[src/rtl/lcd_pkg.sv]
// Shared definitions for the HD44780-style LCD bus blocks (reader and writer).
// Bus timing is kept in ns and converted to clock cycles by each block.
package lcd_pkg;

    localparam int T_AS_NS = 60;
    localparam int T_PW_NS = 450;
    localparam int T_EL_NS = 550;

    localparam int LCD_BF_BIT = 7;
    localparam int LCD_AC_MSB = 6;
    localparam int LCD_AC_LSB = 0;

    localparam logic LCD_RS_INSTR = 1'b0;
    localparam logic LCD_RS_DATA  = 1'b1;

    localparam int PHASE_W = 16;

    typedef enum logic [2:0] {
        ST_IDLE,
        ST_SETUP,
        ST_E_HIGH,
        ST_E_LOW,
        ST_DONE
    } rd_state_t;

    // Rounds up so a bus minimum is never violated at odd clock rates.
    function automatic int cycles_from_ns(input longint clk_hz, input longint ns);
        longint num;
        longint den;
        den = 64'sd1_000_000_000;
        num = clk_hz * ns + den - 64'sd1;
        return int'(num / den);
    endfunction

endpackage

[src/rtl/lcd_strobe_timer.sv]
// Phase counter for LCD bus strobes: counts 0..len-1 and flags the last cycle.
// A clear restarts the count at 0 on the following cycle.
module lcd_strobe_timer
    import lcd_pkg::*;
(
    input  logic               clock,
    input  logic               reset_n,
    input  logic               clear,
    input  logic [PHASE_W-1:0] len,
    output logic               last
);

    logic [PHASE_W-1:0] count;

    always_ff @(posedge clock or negedge reset_n) begin
        if (!reset_n) begin
            count <= '0;
        end else if (clear) begin
            count <= '0;
        end else begin
            count <= count + 1'b1;
        end
    end

    assign last = (count == len - 1'b1);

endmodule

[src/rtl/lcd_reader.sv]
// Read-cycle engine for the 8-bit LCD bus: status/data reads and busy-flag polling.
// All pin outputs are registered from the next state so E and RS/RW are glitch-free.
//
// state   | meaning
// --------+------------------------------------------------------------
// IDLE    | bus released, waiting for req
// SETUP   | RS/RW driven, E low for T_AS cycles
// E_HIGH  | E high for T_PW cycles, d_in sampled on the last cycle
// E_LOW   | E low for T_EL cycles, then repeat poll or finish
// DONE    | one-cycle rsp_valid, bus released
module lcd_reader
    import lcd_pkg::*;
#(
    parameter int CLK_FREQ  = 100_000_000,
    parameter int T_AS      = cycles_from_ns(CLK_FREQ, T_AS_NS),
    parameter int T_PW      = cycles_from_ns(CLK_FREQ, T_PW_NS),
    parameter int T_EL      = cycles_from_ns(CLK_FREQ, T_EL_NS),
    parameter int MAX_POLLS = 255
) (
    input  logic       clock,
    input  logic       reset_n,
    input  logic       req,
    input  logic       req_rs,
    input  logic       req_poll,
    output logic       busy,
    output logic       rsp_valid,
    output logic [7:0] rsp_data,
    output logic       rsp_timeout,
    output logic       bus_own,
    output logic       rs,
    output logic       rw,
    output logic       e,
    input  logic [7:0] d_in
);

    rd_state_t          state;
    rd_state_t          state_next;
    logic               rs_sel;
    logic               rs_sel_next;
    logic               poll_mode;
    logic               poll_mode_next;
    logic [7:0]         poll_cnt;
    logic [7:0]         poll_cnt_next;
    logic [7:0]         data_next;
    logic [PHASE_W-1:0] phase_len;
    logic               phase_last;
    logic               tmr_clear;
    logic               active_next;

    lcd_strobe_timer u_timer (
        .clock   (clock),
        .reset_n (reset_n),
        .clear   (tmr_clear),
        .len     (phase_len),
        .last    (phase_last)
    );

    always_comb begin
        state_next     = state;
        phase_len      = '0;
        rs_sel_next    = rs_sel;
        poll_mode_next = poll_mode;
        poll_cnt_next  = poll_cnt;
        data_next      = rsp_data;
        case (state)
            ST_IDLE: begin
                if (req) begin
                    rs_sel_next    = req_rs;
                    poll_mode_next = req_poll & ~req_rs;
                    poll_cnt_next  = 8'(MAX_POLLS);
                    state_next     = ST_SETUP;
                end
            end
            ST_SETUP: begin
                phase_len = PHASE_W'(T_AS);
                if (phase_last) state_next = ST_E_HIGH;
            end
            ST_E_HIGH: begin
                phase_len = PHASE_W'(T_PW);
                if (phase_last) begin
                    data_next     = d_in;
                    poll_cnt_next = poll_cnt - 8'd1;
                    state_next    = ST_E_LOW;
                end
            end
            ST_E_LOW: begin
                phase_len = PHASE_W'(T_EL);
                if (phase_last) begin
                    // rsp_data already holds this strobe's byte, so BF is current here
                    if (poll_mode && rsp_data[LCD_BF_BIT] && (poll_cnt != 8'd0))
                        state_next = ST_SETUP;
                    else
                        state_next = ST_DONE;
                end
            end
            ST_DONE: begin
                state_next = ST_IDLE;
            end
            default: begin
                state_next = ST_IDLE;
            end
        endcase
    end

    assign tmr_clear   = (state_next != state) || (state == ST_IDLE);
    assign active_next = (state_next == ST_SETUP) || (state_next == ST_E_HIGH) ||
                         (state_next == ST_E_LOW);

    always_ff @(posedge clock or negedge reset_n) begin
        if (!reset_n) begin
            state       <= ST_IDLE;
            rs_sel      <= LCD_RS_INSTR;
            poll_mode   <= 1'b0;
            poll_cnt    <= '0;
            rsp_data    <= '0;
            busy        <= 1'b0;
            bus_own     <= 1'b0;
            rw          <= 1'b0;
            rs          <= 1'b0;
            e           <= 1'b0;
            rsp_valid   <= 1'b0;
            rsp_timeout <= 1'b0;
        end else begin
            state       <= state_next;
            rs_sel      <= rs_sel_next;
            poll_mode   <= poll_mode_next;
            poll_cnt    <= poll_cnt_next;
            rsp_data    <= data_next;
            busy        <= active_next;
            bus_own     <= active_next;
            rw          <= active_next;
            rs          <= active_next ? rs_sel_next : LCD_RS_INSTR;
            e           <= (state_next == ST_E_HIGH);
            rsp_valid   <= (state_next == ST_DONE);
            rsp_timeout <= (state_next == ST_DONE) && poll_mode && rsp_data[LCD_BF_BIT];
        end
    end

endmodule

[config.mk]
export PLATFORM = sky130hd
export DESIGN_NAME = lcd_reader
export DESIGN_NICKNAME = d
export VERILOG_FILES = /design/src/rtl/lcd_pkg.sv /design/src/rtl/lcd_strobe_timer.sv /design/src/rtl/lcd_reader.sv
export SDC_FILE = /design/constraint.sdc
export NUM_CORES = 1
export LEC_CHECK = 0
export ABC_AREA = 0
export ABC_CLOCK_PERIOD_IN_PS = 8570
export BUFFER_PORTS_ARGS = -buffer_cell sky130_fd_sc_hd__buf_2
export CAP_MARGIN = 0
export CELL_PAD_IN_SITES_DETAIL_PLACEMENT = 0
export CELL_PAD_IN_SITES_GLOBAL_PLACEMENT = 1
export CORE_MARGIN = 2
export CORE_UTILIZATION = 50
export CTS_BUF_LIST = sky130_fd_sc_hd__clkbuf_8
export CTS_CLUSTER_SIZE = 28
export DETAILED_ROUTE_END_ITERATION = 10
export HOLD_SLACK_MARGIN = 0.08
export PLACE_DENSITY_LB_ADDON = 0.1
export SYNTH_ARGS = -nofsm -noshare
export SYNTH_HDL_FRONTEND = slang
export SYNTH_SLANG_ARGS = --single-unit
[constraint.sdc]
create_clock -name clock -period 8.57 [get_ports clock]
set_input_delay 0.857 -clock clock [delete_from_list [all_inputs] [get_ports clock]]
set_output_delay 0.857 -clock clock [all_outputs]
set_load 0.05 [all_outputs]
==> run_results.csv, run 1 <==
group,metric,value,unit
power_and_ir_drop,p_seq_frac,0.613,
critical_path,required,8.74,ns
power_and_ir_drop,pwr-share-comb,0.031,
yosys,yosysTopAreaCellShare,0.493,
timing,slew_viol_final,0,
drt,drt_iter0_drc,95,
run_status,outcome,"completed",
finish,antenna_cells,0,
die,io_pins,28,
grt,antenna_found_initial,0,
clock_network,root_buffer,"clkbuf_8",
critical_path,setup.worst_path.end_class,"flop",
yosys,synthTopCellsByArea,"dfrtp_1, xor2_1, nor2_1",
die,dieArea,4800,sq um
clock_network,clk_pin_slew,0.07,ns
drt,wirelength,4140,um
timing,skew,0.00848,ns
critical_path,slowest_stage,"and4_1",
yosys,synth_edf_count,0,
timing,max-slew-margin-rel,0.369,
placed_design,hpwlAfterDp,2960,um
timing,fin_crit,3.11,ns
drt,vias,1566,
drt,first_pass_iters,4,
drt,wl_per_cell,14.8,um
power_and_ir_drop,cellLeakagePower,1.08,nW
timing,max_slew.worst_pin.slew,0.946,ns
power_and_ir_drop,pwr-share-clk,0.356,
yosys,post-synth-top-count-cell,"dfrtp_1",
yosys,syn_inst,205,
yosys,postSynthAreaPerCell,10.4,sq um
finish,multi_input_area,1000,sq um
power_and_ir_drop,p_total,328,uW
clock_network,numCtsBuffers,5,
grt,grt.total_usage,0.189,
power_and_ir_drop,switchingPower,70.7,uW
yosys,synth_warnings,0,
critical_path,critPathKind,"flop to flop",
critical_path,cp_cell_sequence,"nor2b_1 > inv_1 > ha_1 > xnor2_1 > a211o_1 > a2111oi_4 > and4_1 > mux2_2",
placed_design,gp_congestion,0.767,
critical_path,cp_num_buf_inv,1,
finish,drive_gt1_frac,0.196,
power_and_ir_drop,internal_power,257,uW
power_and_ir_drop,vdd_drop_max,0.0835,mV
finish,area_delta_synth_final,10.6,%
die,die_h,69.3,um
clock_network,worstSkewPairLatency,0.29,ns
yosys,synth_area,2130,sq um
yosys,syn-num-nets,222,
run,drv_cap,0,
drt,viasPerCell,5.59,
worst_hold_path,hp-class,"flop to flop",
grt,first_global_vias,1622,
finish,final_nets,247,
finish,regArea,1050,sq um
die,die_w,69.3,um
timing,final-setup-viol-count,0,
finish,fill_cells,367,
yosys,synth_cell_types,43,
power_and_ir_drop,p_sw_frac,0.216,
timing,timing.final.crit_share,0.363,
grt,grt_overflow_total,0,
die,fp-row-count,23,
clock_network,clkSinkCount,42,
critical_path,timing.reg2reg.setup_slack,5.46,ns
critical_path,arrival,3.28,ns
timing,finalSetupTns,0,ns
clock_network,cts_hold_buffers,0,
critical_path,critical-path-max-stage-delay,0.56,ns
clock_network,cts_resized,0,
drt,ant_nets,0,
critical_path,worst-path-max-fanout,13,
yosys,yosys.area.top_type,"dfrtp_1",
placed_design,place.port_buffers,27,
clock_network,cts_tree,"yes",
critical_path,startpoint_type,"flop",
timing,rsz0062_at_grt,"false",
yosys,ys_seq_area_frac,0.493,
yosys,ys_ff_latch,42,
power_and_ir_drop,powerDensity,139,nW/um^2
grt,grt_pass1_wl,7500,um
yosys,async_flop_share,1.00,
timing,max_freq,321,MHz
yosys,ys.flop_type,"dfrtp_1",
yosys,synth_common_cells,"dfrtp_1, nor2_1, nand2_1, xor2_1, nand3_1",
die,coreArea,4060,sq um
critical_path,critPathTopFamily,"simple AND/OR/NAND/NOR gates",
grt,grt_start_max_net_pins,43,
timing,finalHoldViolCount,0,
clock_network,htreeDepth,2,
die,initial_utilization,0.525,
drt,drc,0,
clock_network,cts_setup_buffers,0,
clock_network,cts.path.max_buffers,2,
-- power by group through the flow --
stage	Clock [mW]	Sequential [mW]	Combinational [mW]
6_report	0.117	0.201	0.0101
5_1_grt	0.128	0.201	0.0117
4_1_cts	0.121	0.201	0.0106
3_5_place_dp	0	0.205	0.0105
3_3_place_gp	0	0.205	0.00992
2_1_floorplan	0	0.205	0.00233
-- stage by stage --
step                utilization  worst slack (ns)  hold WS [ns]  area (sq um)  std cells
finish                    0.581              5.46         0.479          2360        280
global route              0.581              5.15         0.513          2360        280
CTS                       0.581              5.43         0.487          2360        280
detailed placement        0.562              5.44         0.471          2280        273
global placement          0.562              5.60         0.456          2280        273
floorplan                     -              5.86         0.439          2130        205
-- per-layer routing --
| layer | global-route usage | part of all wire | vias to the layer above |
|---|---|---|---|
| li1 | - | - | 768 |
| met1 | 0.254 | 0.47 | 758 |
| met2 | 0.303 | 0.48 | 33 |
| met3 | 0.0378 | 0.037 | 7 |
| met4 | 0.0697 | 0.015 | 0 |
| met5 | 0 | 0 | - |
-- kinds of logic (layout without fill, tap and decap cells) --
family	after synthesis	count (layout)	synth area share
XOR/XNOR	18	18	0.0739
AND/OR/NAND/NOR	94	94	0.241
adder cells (fa/ha/maj)	4	4	0.0235
buffers and inverters	17	42	0.0381
multiplexers	13	13	0.0657
AO/OA/AOI/OAI	17	17	0.0646
flip-flops	42	42	0.493
-- state kept, by name (all words and copies together) (netlist names) --
register and cells:
e 1, poll_cnt 8, poll_mode 1, rs 1, rs_sel 1, rsp_data 8
rsp_timeout 1, rsp_valid 1, rw 1, state 3, u_timer.count 16
-- layout make-up --
type / count / share of cell area
sequential: 42 / 0.446
multi-input combinational: 146 / 0.424
timing repair buffer: 28 / 0.0605
clock buffer: 5 / 0.0292
tap: 50 / 0.0265
inverter: 7 / 0.0111
clock inverter: 2 / 0.00318
-- worst reg2reg max path, stage by stage (launching register included) --
cell,delay [ns]
dfrtp_1,0.54
nor2b_1,0.32
inv_1,0.10
ha_1,0.23
xnor2_1,0.15
a211o_1,0.30
a2111oi_4,0.40
and4_1,0.56
mux2_2,0.40
-- final timing paths --
path | start | endpoint | cells after the start
min reg2reg | rsp_data[6] | rsp_data[6] | 1
max reg2reg | state[1] | rsp_data[5] | 8
max in group asynchronous | reset_n | poll_cnt[5] | 1
min | rsp_data[6] | rsp_data[6] | 1
min in group asynchronous | reset_n | e | 1
max | state[1] | rsp_data[5] | 8
-- cells in the final DEF, fill, tap and decap left out, types with 2 or more instances in the layout --
cell,instances
dfrtp_1,42
buf_2,27
nor2_1,24
nand2_1,16
xor2_1,11
nand3_1,10
inv_1,9
xnor2_1,7
nand4_1,5
nor4_1,5
mux2i_1,5
and2_1,5
mux2_2,5
clkbuf_8,5
o21ai_0,4
and3_1,4
ha_1,4
and4_1,3
or3_1,3
a21oi_1,3
nor3_1,3
nand3b_1,3
mux2_1,3
nor2b_1,2
or3b_1,2
a32oi_1,2
nor3b_1,2
No activity file was read; power rests on OpenSTA's default activity.
==> run 2, diff against run 1 <==
ABC_AREA = 1   (was 0)
ABC_CLOCK_PERIOD_IN_PS = 3150   (was 8570)
CORE_UTILIZATION = 45   (was 50)
clock period = 3.15 ns   (was 8.57 ns; I/O delays follow)
==> run 2 against run 1 <==
Compared with the run above: via count up 9.2%; largest power group unchanged; clock power grew to 3.1 times the previous value; synthesized area rose by 7.9%; power grew to 2.8 times the previous value.
==> run_results.csv, run 2 <==
group,metric,value,unit
run_status,outcome,"completed",
yosys,post-synth-top-count-cell,"nand2_1",
placed_design,place.port_buffers,27,
yosys,synth_area,2300,sq um
die,fp-row-count,26,
drt,first_pass_iters,4,
critical_path,timing.reg2reg.setup_slack,0.69,ns
yosys,yosysTopAreaCellShare,0.457,
drt,wirelength,4270,um
yosys,ys_ff_latch,42,
grt,grt_pass1_wl,7200,um
power_and_ir_drop,cellLeakagePower,1.24,nW
finish,final_nets,322,
critical_path,slowest_stage,"dfrtp_1",
drt,vias,1710,
die,die_w,75.5,um
critical_path,cp_cell_sequence,"nand2_4 > ha_1 > xnor2_1 > nor2_1 > nand3_2 > nor2_4 > nand3_4 > nand2_2 > inv_2 > nand3_4 > nor2_1",
run,drv_cap,0,
timing,slew_viol_final,0,
yosys,synth_common_cells,"nand2_1, dfrtp_1, inv_1, nor2_1, nand3_1",
yosys,synth_warnings,0,
clock_network,cts.path.max_buffers,2,
grt,antenna_found_initial,0,
grt,grt_start_max_net_pins,43,
clock_network,cts_tree,"yes",
power_and_ir_drop,vdd_drop_max,0.144,mV
clock_network,root_buffer,"clkbuf_8",
yosys,yosys.area.top_type,"dfrtp_1",
yosys,ys.flop_type,"dfrtp_1",
yosys,synth_cell_types,29,
yosys,syn_inst,275,
yosys,ys_seq_area_frac,0.457,
finish,top_regs,"u_timer.count (16), poll_cnt (8), rsp_data (8)",
grt,first_global_vias,1612,
timing,skew,0.0126,ns
critical_path,critical-path-max-stage-delay,0.49,ns
timing,finalHoldViolCount,0,
clock_network,cts_resized,0,
critical_path,startpoint_type,"flop",
yosys,synth_edf_count,0,
die,dieArea,5700,sq um
clock_network,clk_pin_slew,0.09,ns
die,die_h,75.5,um
placed_design,gp_congestion,0.751,
finish,regMostFlops,"u_timer.count",
finish,area_delta_synth_final,12.1,%
critical_path,required,3.32,ns
timing,final-setup-viol-count,0,
critical_path,critPathKind,"flop to flop",
finish,final_common_cell,"nand2_1",
critical_path,worst-path-max-fanout,16,
drt,wl_per_cell,11.4,um
clock_network,cts_hold_buffers,0,
yosys,async_flop_share,1.00,
finish,most-common-layout-cells,"nand2_1, dfrtp_1, inv_1",
worst_hold_path,hp-class,"primary input to asynchronous set/reset pin",
die,io_pins,28,
finish,antenna_cells,0,
clock_network,numCtsBuffers,5,
grt,grt_overflow_total,0,
clock_network,worstSkewPairLatency,0.30,ns
clock_network,cts_setup_buffers,0,
timing,fin_crit,2.46,ns
yosys,synthTopCellsByArea,"dfrtp_1, nand2_1, nor2_4",
timing,rsz0062_at_grt,"false",
drt,drt_iter0_drc,70,
die,initial_utilization,0.459,
timing,timing.final.crit_share,0.782,
critical_path,arrival,2.63,ns
timing,finalSetupTns,0,ns
drt,drc,0,
clock_network,clkSinkCount,42,
drt,ant_nets,0,
placed_design,dp.cells,368,
placed_design,hpwlAfterDp,3160,um
die,coreArea,5010,sq um
finish,post-route-util,0.514,
clock_network,htreeDepth,2,
power_and_ir_drop,powerDensity,358,nW/um^2
timing,max_freq,406,MHz
drt,viasPerCell,4.55,
yosys,syn-num-nets,292,
finish,largest_register_ffs,16,
yosys,postSynthAreaPerCell,8.36,sq um
timing,max-slew-margin-rel,0.375,
timing,max_slew.worst_pin.slew,0.938,ns
critical_path,setup.worst_path.end_class,"flop",
finish,drive_gt1_frac,0.219,
grt,grt.total_usage,0.169,
finish,instances_no_fill,376,
## run 2: through the flow
stage / area (sq um) / hold slack, ns / setup slack [ns] / total power, mW
2_1_floorplan: 2300 / 0.0194 / 1.07 / 0.550
3_3_place_gp: 2480 / 0.466 / 0.712 / 0.567
3_5_place_dp: 2480 / 0.461 / 0.666 / 0.567
4_1_cts: 2580 / 0.181 / 0.654 / 0.940
5_1_grt: 2580 / 0.209 / 0.436 / 0.966
6_report: 2580 / 0.146 / 0.687 / 0.923
## run 2: cell type report
| class | count | area [sq um] |
|---|---|---|
| clock buffer | 6 | 82.6 |
| clock inverter | 2 | 12.5 |
| fill | 506 | 2430 |
| inverter | 38 | 143 |
| multi-input combinational | 191 | 1070 |
| sequential | 42 | 1050 |
| tap | 70 | 87.6 |
| timing repair buffer | 27 | 135 |
## run 2: critical path, delay by kind of cell (launching register included)
kind / cells / cell delay, ns
DFF: 1 / 0.49
xor gates and xnor gates: 1 / 0.13
adders and majority gates: 1 / 0.30
and+or+nand+nor: 8 / 1.32
buffers and inverters: 1 / 0.09
## run 2: worst paths after layout
kind	from	to	cells past startpoint
setup / recovery	state[1]	u_timer.count[15]	11
hold / removal	reset_n	poll_cnt[7]	1
hold reg to reg	rsp_data[3]	rsp_data[3]	2
setup reg to reg	state[1]	u_timer.count[15]	11
min in group clock	d_in[3]	rsp_data[3]	3
max in group asynchronous	reset_n	u_timer.count[1]	1
## run 2: report_power, final
group / internal, mW / switching, mW
Clock: 0.176 / 0.191
Sequential: 0.539 / 0
Combinational: 0.00511 / 0.0118
## run 2: cells by family after synthesis
family          count (synthesis)  share of synthesized area
fa+ha+maj                       4                     0.0218
compound gates                 17                     0.0408
buf+inv                        42                     0.0794
simple gates                  158                      0.355
xor+xnor                       12                     0.0457
flops                          42                      0.457
## run 2: layer usage
metal	share of wire	track usage	routed length [um]
met1	0.52	0.242	2230
met2	0.43	0.246	1840
met5	0	0	0
met3	0.032	0.0423	137
met4	0.016	0.0643	70
==> run 3, diff against run 2 <==
ABC_AREA = 0   (was 1)
ABC_CLOCK_PERIOD_IN_PS = 2000   (was 3150)
CORE_UTILIZATION = 42   (was 45)
clock period = 2 ns   (was 3.15 ns; I/O delays follow)
==> run 3 against run 2 <==
Compared with the run above: the run now ends with negative setup slack left; worst hold slack lost 0.012 ns; wire length grew 18%; power grew 53%; sequential share of layout area shrank 6.1 points; die area shrank 0.62%; critical path depth is the same; global-route usage grew 2.4 points; non-clock buffer count grew 48; first-iteration DRC count shrank 17%; register-to-register slack lost 1.2 ns; clock-buffer cell count shrank 1; cell area grew 18%; highest routed layer unchanged.
==> run_results.csv, run 3 (same netlist as run 1, synthesis figures left out) <==
group,metric,value,unit
clock_network,cts.path.max_buffers,2,
placed_design,place.port_buffers,27,
critical_path,startpoint_type,"flop",
finish,post-route-cell-area,3030,sq um
timing,max_slew.worst_pin.slew,0.793,ns
critical_path,required,2.21,ns
clock_network,cts_tree,"yes",
run,drv_cap,0,
drt,ant_nets,0,
drt,first_pass_iters,4,
clock_network,root_buffer,"clkbuf_8",
critical_path,critPathKind,"flop to flop",
timing,max-slew-margin-rel,0.469,
finish,final_common_cell,"dfrtp_1",
timing,fin_crit,2.52,ns
power_and_ir_drop,p_total,1.41,mW
finish,final_nets,294,
grt,grt_overflow_total,0,
drt,drt_iter0_drc,58,
finish,drive_gt1_frac,0.430,
clock_network,htreeDepth,2,
grt,grt_start_max_net_pins,43,
drt,wl_per_cell,14.6,um
die,fp-row-count,25,
critical_path,setup.worst_path.end_class,"flop",
power_and_ir_drop,powerDensity,466,nW/um^2
power_and_ir_drop,cellLeakagePower,1.37,nW
finish,top_regs,"u_timer.count (16), poll_cnt (8), rsp_data (8)",
timing,layout_setup_ws,-0.521,ns
clock_network,clkSinkCount,42,
timing,skew,0.00572,ns
clock_network,clk_pin_slew,0.07,ns
placed_design,post_dp_cell_area,2680,sq um
placed_design,hpwlAfterDp,3370,um
finish,most-common-layout-cells,"dfrtp_1, buf_4, buf_2",
grt,grt.total_usage,0.193,
die,initial_utilization,0.443,
grt,antenna_found_initial,0,
timing,final-setup-viol-count,40,
power_and_ir_drop,vdd_drop_max,0.347,mV
die,die_h,75.3,um
drt,vias,1810,
timing,finalHoldViolCount,0,
die,die_w,75.3,um
timing,max_freq,397,MHz
timing,whs,0.134,ns
finish,regMostFlops,"u_timer.count",
critical_path,arrival,2.74,ns
run_status,outcome,"complete, but fails checks",
critical_path,worst-path-max-fanout,4,
clock_network,worstSkewPairLatency,0.29,ns
timing,timing.final.crit_share,1.26,
finish,largest_register_ffs,16,
finish,area_delta_synth_final,42.3,%
die,dieArea,5660,sq um
finish,antenna_cells,0,
drt,wirelength,5030,um
clock_network,numCtsBuffers,5,
drt,viasPerCell,5.26,
timing,slew_viol_final,0,
grt,first_global_vias,1820,
run_status,failed_checks,"negative setup slack",
timing,rsz0062_at_grt,"true",
grt,grt_pass1_wl,8240,um
placed_design,gp_congestion,0.831,
die,coreArea,4820,sq um
die,io_pins,28,
drt,drc,0,
worst_hold_path,hp-class,"primary input to flop",
run 3: changes by cell type in the layout (fill, tap and decap cells not counted), moves of 7 or more:
cell     previous run  this run
nand3_1            17        10
inv_1              33         6
nand2_1            69        15
o21ai_0            14         2
nor2_4             12         2
nor2_1             32        23
buf_4               0        40
mux2_4              0         8
run 3: area by class of cell:
cell class	instances	area, sq um
multi-input cells	146	1210
fillers	401	1780
repair buffers	75	581
inverters	7	26.3
clock inverters	2	7.51
clock buffers	5	68.8
flip-flops and latches	42	1050
well taps	67	83.8
run 3: critical path: stages, from the launching register on:
cell,delay [ns]
dfrtp_2,0.45
nor2b_4,0.14
inv_2,0.07
ha_4,0.17
xnor2_2,0.13
a211o_1,0.27
a2111oi_4,0.32
buf_4,0.19
buf_4,0.11
nand3_4,0.07
or3b_1,0.38
a21oi_2,0.15
run 3: timing repair:
item / 4_1_cts / 5_1_grt
hold buffers: 1 / 0
pin swaps: 9 / 7
hold endpoints to repair: 42 / 0
buffers inserted: 5 / 5
endpoints found under the setup margin: 40 / 40
resized for setup: 20 / 11
cloned: 1 / 1
run 3: worst paths after layout:
path	start	depth (start not counted)	endpoint	slack [ns]
setup / recovery	state[2]	11	e	-0.52
hold / removal	d_in[2]	2	rsp_data[2]	0.13
setup reg to reg	state[2]	11	e	-0.52
hold reg to reg	rs_sel	2	rs_sel	0.48
max in group asynchronous	reset_n	3	state[2]	1.38
min in group asynchronous	reset_n	3	rw	0.41
run 3: power breakdown:
part           internal (mW)  leakage [nW]  total (mW)  switching, mW
combinational         0.0212         0.806      0.0502         0.0291
sequential             0.855         0.518       0.861        0.00543
clock                  0.230        0.0466       0.501          0.271
total                   1.11          1.37        1.41          0.305
run 3: through the flow:
step | setup slack [ns] | TNS, ns | utilization | instances
6_report | -0.521 | -17.06 | 0.630 | 344
5_1_grt | -0.621 | -21.10 | 0.630 | 344
4_1_cts | -0.506 | -15.19 | 0.604 | 338
3_5_place_dp | -0.577 | -18.34 | 0.556 | 324
3_3_place_gp | -0.496 | -15.52 | 0.556 | 324
2_1_floorplan | -0.508 | -14.34 | - | 205
run 3: metal layers:
| layer | up-vias | routed length (um) | global-route usage |
|---|---|---|---|
| met1 | 912 | 2200 | 0.249 |
| met3 | 7 | 188 | 0.0442 |
| met5 | - | 0 | 0 |
| li1 | 857 | - | - |
| met2 | 34 | 2570 | 0.319 |
| met4 | 0 | 73 | 0.0721 |
